**config.mk**
```make
export PLATFORM = sky130hd
export DESIGN_NAME = axi_lite_bram_slave_flat
export DESIGN_NICKNAME = d
export VERILOG_FILES = /design/src/rtl/axi_lite_bram_slave_pkg.sv /design/src/rtl/axi_lite_bram_slave_if.sv /design/src/rtl/axi_lite_bram_slave.sv /design/src/flat_wrapper.sv
export SDC_FILE = /design/constraint.sdc
export NUM_CORES = 1
export LEC_CHECK = 0
export BUFFER_PORTS_ARGS = -buffer_cell sky130_fd_sc_hd__buf_2
export CAP_MARGIN = 20
export CORE_MARGIN = 8
export CORE_UTILIZATION = 48
export CTS_CLUSTER_DIAMETER = 80
export CTS_CLUSTER_SIZE = 30
export DETAILED_ROUTE_END_ITERATION = 12
export GPL_TIMING_DRIVEN = 0
export HOLD_SLACK_MARGIN = 0.03
export PLACE_DENSITY = 0.88
export SYNTH_ARGS = -nofsm -noshare
export SYNTH_HDL_FRONTEND = slang
export SYNTH_SLANG_ARGS = --single-unit
```
**constraint.sdc**
```tcl
create_clock -name clk -period 1.8 [get_ports clk]
set_clock_uncertainty 0.15 [all_clocks]
set_input_delay 0.27 -clock clk [delete_from_list [all_inputs] [get_ports clk]]
set_output_delay 0.27 -clock clk [all_outputs]
set_load 0.03 [all_outputs]
```
**src/rtl/axi_lite_bram_slave_pkg.sv**
```systemverilog
// Shared types for the AXI4-Lite data-memory slave.
// Response codes and the read/write FSM state encodings.
package axi_lite_bram_slave_pkg;

   localparam logic [1:0] AXI_RESP_OKAY   = 2'b00;
   localparam logic [1:0] AXI_RESP_DECERR = 2'b11;

   typedef enum logic [1:0] {
      W_IDLE,
      W_COMMIT,
      W_RESP
   } wr_state_t;

   typedef enum logic [1:0] {
      R_IDLE,
      R_MEM,
      R_WAIT,
      R_RESP
   } rd_state_t;

endpackage

```
**src/rtl/axi_lite_bram_slave_if.sv**
```systemverilog
// AXI4-Lite ar/r/aw/w/b channel bundle between the core's MEM stage
// and the data-memory slave.
interface axi_lite_bram_slave_if;

   logic [31:0] araddr;
   logic [2:0]  arprot;
   logic        arvalid;
   logic        arready;
   logic [31:0] rdata;
   logic [1:0]  rresp;
   logic        rvalid;
   logic        rready;
   logic [31:0] awaddr;
   logic [2:0]  awprot;
   logic        awvalid;
   logic        awready;
   logic [31:0] wdata;
   logic [3:0]  wstrb;
   logic        wvalid;
   logic        wready;
   logic [1:0]  bresp;
   logic        bvalid;
   logic        bready;

   modport master (
      output araddr, arprot, arvalid, rready,
      output awaddr, awprot, awvalid,
      output wdata, wstrb, wvalid, bready,
      input  arready, rdata, rresp, rvalid,
      input  awready, wready, bresp, bvalid
   );

   modport slave (
      input  araddr, arprot, arvalid, rready,
      input  awaddr, awprot, awvalid,
      input  wdata, wstrb, wvalid, bready,
      output arready, rdata, rresp, rvalid,
      output awready, wready, bresp, bvalid
   );

endinterface

```
**src/rtl/axi_lite_bram_slave.sv**
```systemverilog
// AXI4-Lite slave serving the data-memory bus from a single-port,
// 1-cycle-latency block RAM; writes win RAM-port contention.
module axi_lite_bram_slave
   import axi_lite_bram_slave_pkg::*;
#(
   parameter logic [31:0] BASE_ADDR = 32'h0000_0000,
   parameter int          MEM_WORDS = 16384,
   parameter int          IDX_W     = 14
) (
   input  logic             clk,
   input  logic             rstn,
   axi_lite_bram_slave_if.slave s,
   output logic             mem_en,
   output logic [3:0]       mem_we,
   output logic [IDX_W-1:0] mem_addr,
   output logic [31:0]      mem_wdata,
   input  logic [31:0]      mem_rdata
);

   function automatic logic f_in_range(input logic [31:0] a);
      logic [31:0] w_idx;
      w_idx = (a - BASE_ADDR) >> 2;
      return (a >= BASE_ADDR) && (w_idx < 32'(MEM_WORDS));
   endfunction

   function automatic logic [IDX_W-1:0] f_idx(input logic [31:0] a);
      return IDX_W'((a - BASE_ADDR) >> 2);
   endfunction

   wr_state_t        r_wst;
   logic             r_aw_held;
   logic             r_w_held;
   logic             r_awready;
   logic             r_wready;
   logic             r_bvalid;
   logic [1:0]       r_bresp;
   logic [31:0]      r_awaddr;
   logic [31:0]      r_wdata;
   logic [3:0]       r_wstrb;

   rd_state_t        r_rst;
   logic             r_arready;
   logic             r_rvalid;
   logic [1:0]       r_rresp;
   logic [31:0]      r_araddr;
   logic [31:0]      r_rdata;
   logic [IDX_W-1:0] r_mem_addr;

   logic w_aw_hs;
   logic w_w_hs;
   logic w_ar_hs;
   logic w_aw_held_n;
   logic w_w_held_n;
   logic w_go_commit;
   logic w_commit;
   logic w_wr_ok;
   logic w_rd_ok;
   logic [31:0] w_waddr;
   logic [31:0] w_raddr;
   logic w_unused;

   assign w_aw_hs     = s.awvalid & r_awready;
   assign w_w_hs      = s.wvalid & r_wready;
   assign w_ar_hs     = s.arvalid & r_arready;
   assign w_aw_held_n = r_aw_held | w_aw_hs;
   assign w_w_held_n  = r_w_held | w_w_hs;
   assign w_go_commit = (r_wst == W_IDLE) & w_aw_held_n & w_w_held_n;
   assign w_commit    = (r_wst == W_COMMIT);
   assign w_wr_ok     = f_in_range(r_awaddr);
   assign w_rd_ok     = f_in_range(r_araddr);
   assign w_waddr     = w_aw_hs ? s.awaddr : r_awaddr;
   assign w_raddr     = w_ar_hs ? s.araddr : r_araddr;
   assign w_unused    = &{1'b0, s.arprot, s.awprot};

   // A read sitting in R_MEM yields the port to a committing write.
   assign mem_en    = (w_commit & w_wr_ok)
                    | ((r_rst == R_MEM) & ~w_commit);
   assign mem_we    = (w_commit & w_wr_ok) ? r_wstrb : 4'b0000;
   assign mem_addr  = r_mem_addr;
   assign mem_wdata = r_wdata;

   assign s.awready = r_awready;
   assign s.wready  = r_wready;
   assign s.bvalid  = r_bvalid;
   assign s.bresp   = r_bresp;
   assign s.arready = r_arready;
   assign s.rvalid  = r_rvalid;
   assign s.rdata   = r_rdata;
   assign s.rresp   = r_rresp;

   always_ff @(posedge clk) begin
      if (!rstn) begin
         r_wst     <= W_IDLE;
         r_aw_held <= 1'b0;
         r_w_held  <= 1'b0;
         r_awready <= 1'b1;
         r_wready  <= 1'b1;
         r_bvalid  <= 1'b0;
         r_bresp   <= AXI_RESP_OKAY;
         r_awaddr  <= '0;
         r_wdata   <= '0;
         r_wstrb   <= '0;
      end else begin
         if (w_aw_hs) r_awaddr <= s.awaddr;
         if (w_w_hs) begin
            r_wdata <= s.wdata;
            r_wstrb <= s.wstrb;
         end
         unique case (r_wst)
            W_IDLE: begin
               r_aw_held <= w_aw_held_n;
               r_w_held  <= w_w_held_n;
               r_awready <= ~w_aw_held_n;
               r_wready  <= ~w_w_held_n;
               if (w_go_commit) r_wst <= W_COMMIT;
            end
            W_COMMIT: begin
               r_bvalid <= 1'b1;
               r_bresp  <= w_wr_ok ? AXI_RESP_OKAY : AXI_RESP_DECERR;
               r_wst    <= W_RESP;
            end
            W_RESP: begin
               if (s.bready) begin
                  r_bvalid  <= 1'b0;
                  r_aw_held <= 1'b0;
                  r_w_held  <= 1'b0;
                  r_awready <= 1'b1;
                  r_wready  <= 1'b1;
                  r_wst     <= W_IDLE;
               end
            end
            default: r_wst <= W_IDLE;
         endcase
      end
   end

   always_ff @(posedge clk) begin
      if (!rstn) begin
         r_rst     <= R_IDLE;
         r_arready <= 1'b1;
         r_rvalid  <= 1'b0;
         r_rresp   <= AXI_RESP_OKAY;
         r_rdata   <= '0;
         r_araddr  <= '0;
      end else begin
         unique case (r_rst)
            R_IDLE: begin
               if (w_ar_hs) begin
                  r_araddr  <= s.araddr;
                  r_arready <= 1'b0;
                  r_rst     <= f_in_range(s.araddr) ? R_MEM : R_WAIT;
               end
            end
            R_MEM: begin
               if (!w_commit) r_rst <= R_WAIT;
            end
            R_WAIT: begin
               r_rdata  <= w_rd_ok ? mem_rdata : 32'h0;
               r_rresp  <= w_rd_ok ? AXI_RESP_OKAY : AXI_RESP_DECERR;
               r_rvalid <= 1'b1;
               r_rst    <= R_RESP;
            end
            R_RESP: begin
               if (s.rready) begin
                  r_rvalid  <= 1'b0;
                  r_arready <= 1'b1;
                  r_rst     <= R_IDLE;
               end
            end
            default: r_rst <= R_IDLE;
         endcase
      end
   end

   // Address for next cycle: a commit about to start takes the port.
   always_ff @(posedge clk) begin
      if (!rstn) begin
         r_mem_addr <= '0;
      end else if (w_go_commit) begin
         r_mem_addr <= f_idx(w_waddr);
      end else begin
         r_mem_addr <= f_idx(w_raddr);
      end
   end

endmodule

```
**src/flat_wrapper.sv**
```systemverilog
// flat-port wrapper written by rule: the top's interface ports become plain ports
module axi_lite_bram_slave_flat import axi_lite_bram_slave_pkg::*;
#(
   parameter logic [31:0] BASE_ADDR = 32'h0000_0000,
   parameter int          MEM_WORDS = 16384,
   parameter int          IDX_W     = 14
)
  (clk, rstn, mem_en, mem_we, mem_addr, mem_wdata, mem_rdata, s_araddr, s_arprot, s_arvalid, s_rready, s_awaddr, s_awprot, s_awvalid, s_wdata, s_wstrb, s_wvalid, s_bready, s_arready, s_rdata, s_rresp, s_rvalid, s_awready, s_wready, s_bresp, s_bvalid);
  axi_lite_bram_slave_if s_i ();
  input  logic clk;
  input  logic rstn;
  output logic mem_en;
  output logic [3:0] mem_we;
  output logic [IDX_W-1:0] mem_addr;
  output logic [31:0] mem_wdata;
  input  logic [31:0] mem_rdata;
  input wire logic [$bits(s_i.araddr)-1:0] s_araddr;
  input wire logic [$bits(s_i.arprot)-1:0] s_arprot;
  input wire logic [$bits(s_i.arvalid)-1:0] s_arvalid;
  input wire logic [$bits(s_i.rready)-1:0] s_rready;
  input wire logic [$bits(s_i.awaddr)-1:0] s_awaddr;
  input wire logic [$bits(s_i.awprot)-1:0] s_awprot;
  input wire logic [$bits(s_i.awvalid)-1:0] s_awvalid;
  input wire logic [$bits(s_i.wdata)-1:0] s_wdata;
  input wire logic [$bits(s_i.wstrb)-1:0] s_wstrb;
  input wire logic [$bits(s_i.wvalid)-1:0] s_wvalid;
  input wire logic [$bits(s_i.bready)-1:0] s_bready;
  output wire logic [$bits(s_i.arready)-1:0] s_arready;
  output wire logic [$bits(s_i.rdata)-1:0] s_rdata;
  output wire logic [$bits(s_i.rresp)-1:0] s_rresp;
  output wire logic [$bits(s_i.rvalid)-1:0] s_rvalid;
  output wire logic [$bits(s_i.awready)-1:0] s_awready;
  output wire logic [$bits(s_i.wready)-1:0] s_wready;
  output wire logic [$bits(s_i.bresp)-1:0] s_bresp;
  output wire logic [$bits(s_i.bvalid)-1:0] s_bvalid;
  assign s_i.araddr = s_araddr;
  assign s_i.arprot = s_arprot;
  assign s_i.arvalid = s_arvalid;
  assign s_i.rready = s_rready;
  assign s_i.awaddr = s_awaddr;
  assign s_i.awprot = s_awprot;
  assign s_i.awvalid = s_awvalid;
  assign s_i.wdata = s_wdata;
  assign s_i.wstrb = s_wstrb;
  assign s_i.wvalid = s_wvalid;
  assign s_i.bready = s_bready;
  assign s_arready = s_i.arready;
  assign s_rdata = s_i.rdata;
  assign s_rresp = s_i.rresp;
  assign s_rvalid = s_i.rvalid;
  assign s_awready = s_i.awready;
  assign s_wready = s_i.wready;
  assign s_bresp = s_i.bresp;
  assign s_bvalid = s_i.bvalid;
  axi_lite_bram_slave #(.BASE_ADDR(BASE_ADDR), .MEM_WORDS(MEM_WORDS), .IDX_W(IDX_W)) u_core (.clk(clk), .rstn(rstn), .s(s_i), .mem_en(mem_en), .mem_we(mem_we), .mem_addr(mem_addr), .mem_wdata(mem_wdata), .mem_rdata(mem_rdata));
endmodule
```
==> impl_metrics.py <==
metrics = {
    "outcome": {
        "status": "finished with violations",
        "violations": "setup timing",
    },
    "drt": {
        "wire_per_inst_um": 19.73,
        "ant_nets": 0,
        "num_vias": 6531,
        "dr.first_iter.drc_count": 672,
        "wirelength_um": 23110,
        "drt-pass1-iter-count": 6,
        "drcViolationCount": 0,
        "viasPerCell": 5.577,
    },
    "cts": {
        "cts.sinks": 155,
        "htreeDepth": 4,
        "cts-root-buf": "clkbuf_16",
        "cts_tree": "yes",
        "path_clk_slew_ns": 0.06,
        "numCtsBuffers": 17,
        "clk_latency_ns": 0.42,
        "cts_buffer_depth": 2,
    },
    "final_layout": {
        "final_nets": 1162,
        "drive_gt1_share_pct": 33.07,
        "final_cell_count_no_fill": 1171,
        "syn_to_final_growth_pct": 61.18,
        "design_area_sq_um": 9233,
    },
    "grt": {
        "grt-ovfl-total": 0,
        "antenna_found_initial": 4,
        "grt_pass1_vias": 6745,
        "grt_pass1_wl_um": 34980,
        "grtUsageTotal_pct": 27.88,
        "grt_max_degree": 17,
    },
    "placed_design": {
        "numPortBuffers": 225,
        "place_congestion": 0.8085,
        "hpwl_um": 13280,
        "place_area_sq_um": 7038,
        "place_inst": 1004,
        "preCtsSetupSlack_ns": -0.3093,
    },
    "logic_synthesis": {
        "ys_top_cells_by_area": "dfxtp_1 (54%), nand2_1 (11%), a21oi_1 (7.7%)",
        "synth_edf_count": 0,
        "ys_types": 42,
        "synth-compound-area-share_pct": 19.72,
        "synth_nets": 782,
        "synthMuxAreaShare_pct": 2.446,
        "yosysSeqAreaShare_pct": 54.17,
        "synth_commonest_cells": "nand2_1 (171), dfxtp_1 (155), a21oi_1 (88)",
        "synthArstFlopShare_pct": 0,
        "netlist_area_sq_um": 5728,
        "ys_ff_latch": 155,
        "ys_warn_count": 0,
        "synth-simple-area-share_pct": 17.98,
        "ys.flop_type": "dfxtp_1",
        "yosysTopAreaCell": "dfxtp_1",
        "syn-instance-count": 632,
        "synth_area_per_cell_sq_um": 9.063,
        "synth_top_family_by_area": "compound AO/OA/AOI/OAI gates",
        "synthAdderAreaFrac_pct": 1.092,
        "synth_top_area_share_pct": 54.17,
        "yosys.area_share.xor_xnor_pct": 0,
        "synth_most_common_cell": "nand2_1",
    },
    "pwr": {
        "p_int_w": 0.007148,
        "leakagePower_nw": 4.171,
        "clockPowerShare_pct": 30.1,
        "ir_drop_uv": 625.4,
        "p_sw_share_pct": 33.39,
        "switchingPower_w": 0.003584,
        "seqPwrFrac_pct": 39.2,
        "p_per_area_nw_per_um2": 1162,
        "p_total_w": 0.01073,
        "p_comb_share_pct": 30.7,
    },
    "timing": {
        "rsz0062_at_grt": "yes",
        "setup_slack_ns": -0.5322,
        "fmax_ghz": 0.4288,
        "period_needed_ns": 2.332,
        "period_share_pct": 129.6,
        "maxSlewViolCount": 0,
        "hold_viol": 0,
        "finalSetupViolCount": 8,
        "slew_headroom_pct": 53.80,
        "worstMarginPinSlew_ns": 0.6930,
    },
    "setup_path": {
        "critPathArrivalTime_ns": 1.91,
        "critPathLaunchType": "register",
        "crit_type": "register to output port",
        "crit_fanout": 6,
        "worstPathRequired_ns": 1.38,
        "cp-end-kind": "output port",
        "rr_worst_depth": 5,
    },
    "die": {
        "start_util_pct": 48.50,
        "dieArea_sq_um": 15690,
        "rows": 40,
        "core_area_sq_um": 11810,
        "io_pins": 237,
        "die_width_um": 125.2,
        "dieHeight_um": 125.2,
    },
    "flow_run": {
        "cap_violations": 0,
    },
    "min_path": {
        "min_path_type": "primary input to register",
        "whs_path_depth": 2,
    },
}
## layer usage
layer  wire length [um]  share of wire [%]  track usage (%)
met1               8269                 36            29.24
met2              11600                 50            48.93
met3               1944                8.4            7.182
met4               1288                5.6            17.98
met5                  0                  0                0
## final timing paths
check                           slack, ns                   end            startpoint
worst max-delay path                -0.53             mem_we[0]   u_core.r_awaddr[17]
worst min-delay path                 0.06       u_core.s.bvalid                  rstn
worst max register to register      -0.03    u_core.mem_addr[8]      u_core.s.awready
worst min register to register       0.30  u_core.mem_wdata[15]  u_core.mem_wdata[15]
## cells in the final DEF (no fill, tap or decap), drive strengths merged
cell,instances
a211oi,28
nor2,24
dlygate4sd3,131
inv,9
nand2,172
o211ai,1
nor3,3
a21o,1
nor4b,1
clkinv,1
a22oi,1
ha,5
mux2i,14
and2,7
nand4b,1
dfxtp,155
o21bai,1
a21oi,88
a22o,32
diode,5
clkinvlp,1
clkbuf,48
or3,1
a222oi,1
or4,1
nand3,2
o21ai,8
nand2b,1
nand4,1
buf,250
bufinv,1
o221a,4
nor4,9
nor2b,1
and3,14
o32ai,1
## state kept, by name, indices dropped and copies added, names as in the netlist
signal and cells:
u_core.mem_addr 14, u_core.mem_wdata 32, u_core.r_araddr 30, u_core.r_aw_held 1, u_core.r_awaddr 30, u_core.r_rst 2
u_core.r_w_held 1, u_core.r_wst 2, u_core.r_wstrb 4, u_core.s.arready 1, u_core.s.awready 1, u_core.s.bresp 1
u_core.s.bvalid 1, u_core.s.rdata 32, u_core.s.rresp 1, u_core.s.rvalid 1, u_core.s.wready 1
## area by class of cell
class | instances | area [sq um]
multi-input cells | 423 | 2599
plain buffers | 45 | 254.0
clock buffers | 23 | 478.0
diodes | 5 | 12.51
inverters | 9 | 33.78
clock inverters | 3 | 42.54
well taps | 147 | 183.9
fillers | 683 | 2579
repair buffers | 361 | 2521
flip-flops and latches | 155 | 3108
## kinds of logic (layout without fill, tap and decap cells)
logic type      Yosys count  count (layout)
mux                      14              14
simple gates            238             238
fa+ha+maj                 5               5
compound gates          166             166
other cells               0               5
buf+inv                  54             441
flops                   155             155
## power groups by stage
stage / combinational [W] / sequential [W] / clock (W)
after floorplan: 0.00134 / 0.00464 / 0
after global placement: 0.00259 / 0.00418 / 0
after detailed placement: 0.00264 / 0.00420 / 0
after CTS: 0.00295 / 0.00414 / 0.00327
after global routing: 0.00351 / 0.00424 / 0.00341
final: 0.00329 / 0.00421 / 0.00323
## worst max-delay path, stage by stage, from the launching register on
cell and delay (ns):
dfxtp_2 0.32, or4_4 0.54, nor3_4 0.27, and2_1 0.22, buf_6 0.14
## timing repair
action | in CTS | in global routing
endpoints found under the setup margin | 49 | 100
gates cloned | 0 | 1
resized for setup | 21 | 60
endpoints found under the hold margin | 133 | 0
hold buffers | 131 | 0
pin swaps | 8 | 12
buffers inserted | 2 | 4
## metrics by stage
| step | utilization, % | hold WS [ns] | setup TNS (ns) |
|---|---|---|---|
| 2_1_floorplan | - | 0.2457 | 0 |
| 3_3_place_gp | 59.59 | 0.2876 | -3.500 |
| 3_5_place_dp | 59.59 | 0.2935 | -4.104 |
| 4_1_cts | 75.82 | 0.04156 | -2.629 |
| 5_1_grt | 78.15 | 0.04816 | -3.594 |
| 6_report | 78.17 | 0.06025 | -2.647 |
No activity file was read; power rests on OpenSTA's default activity.
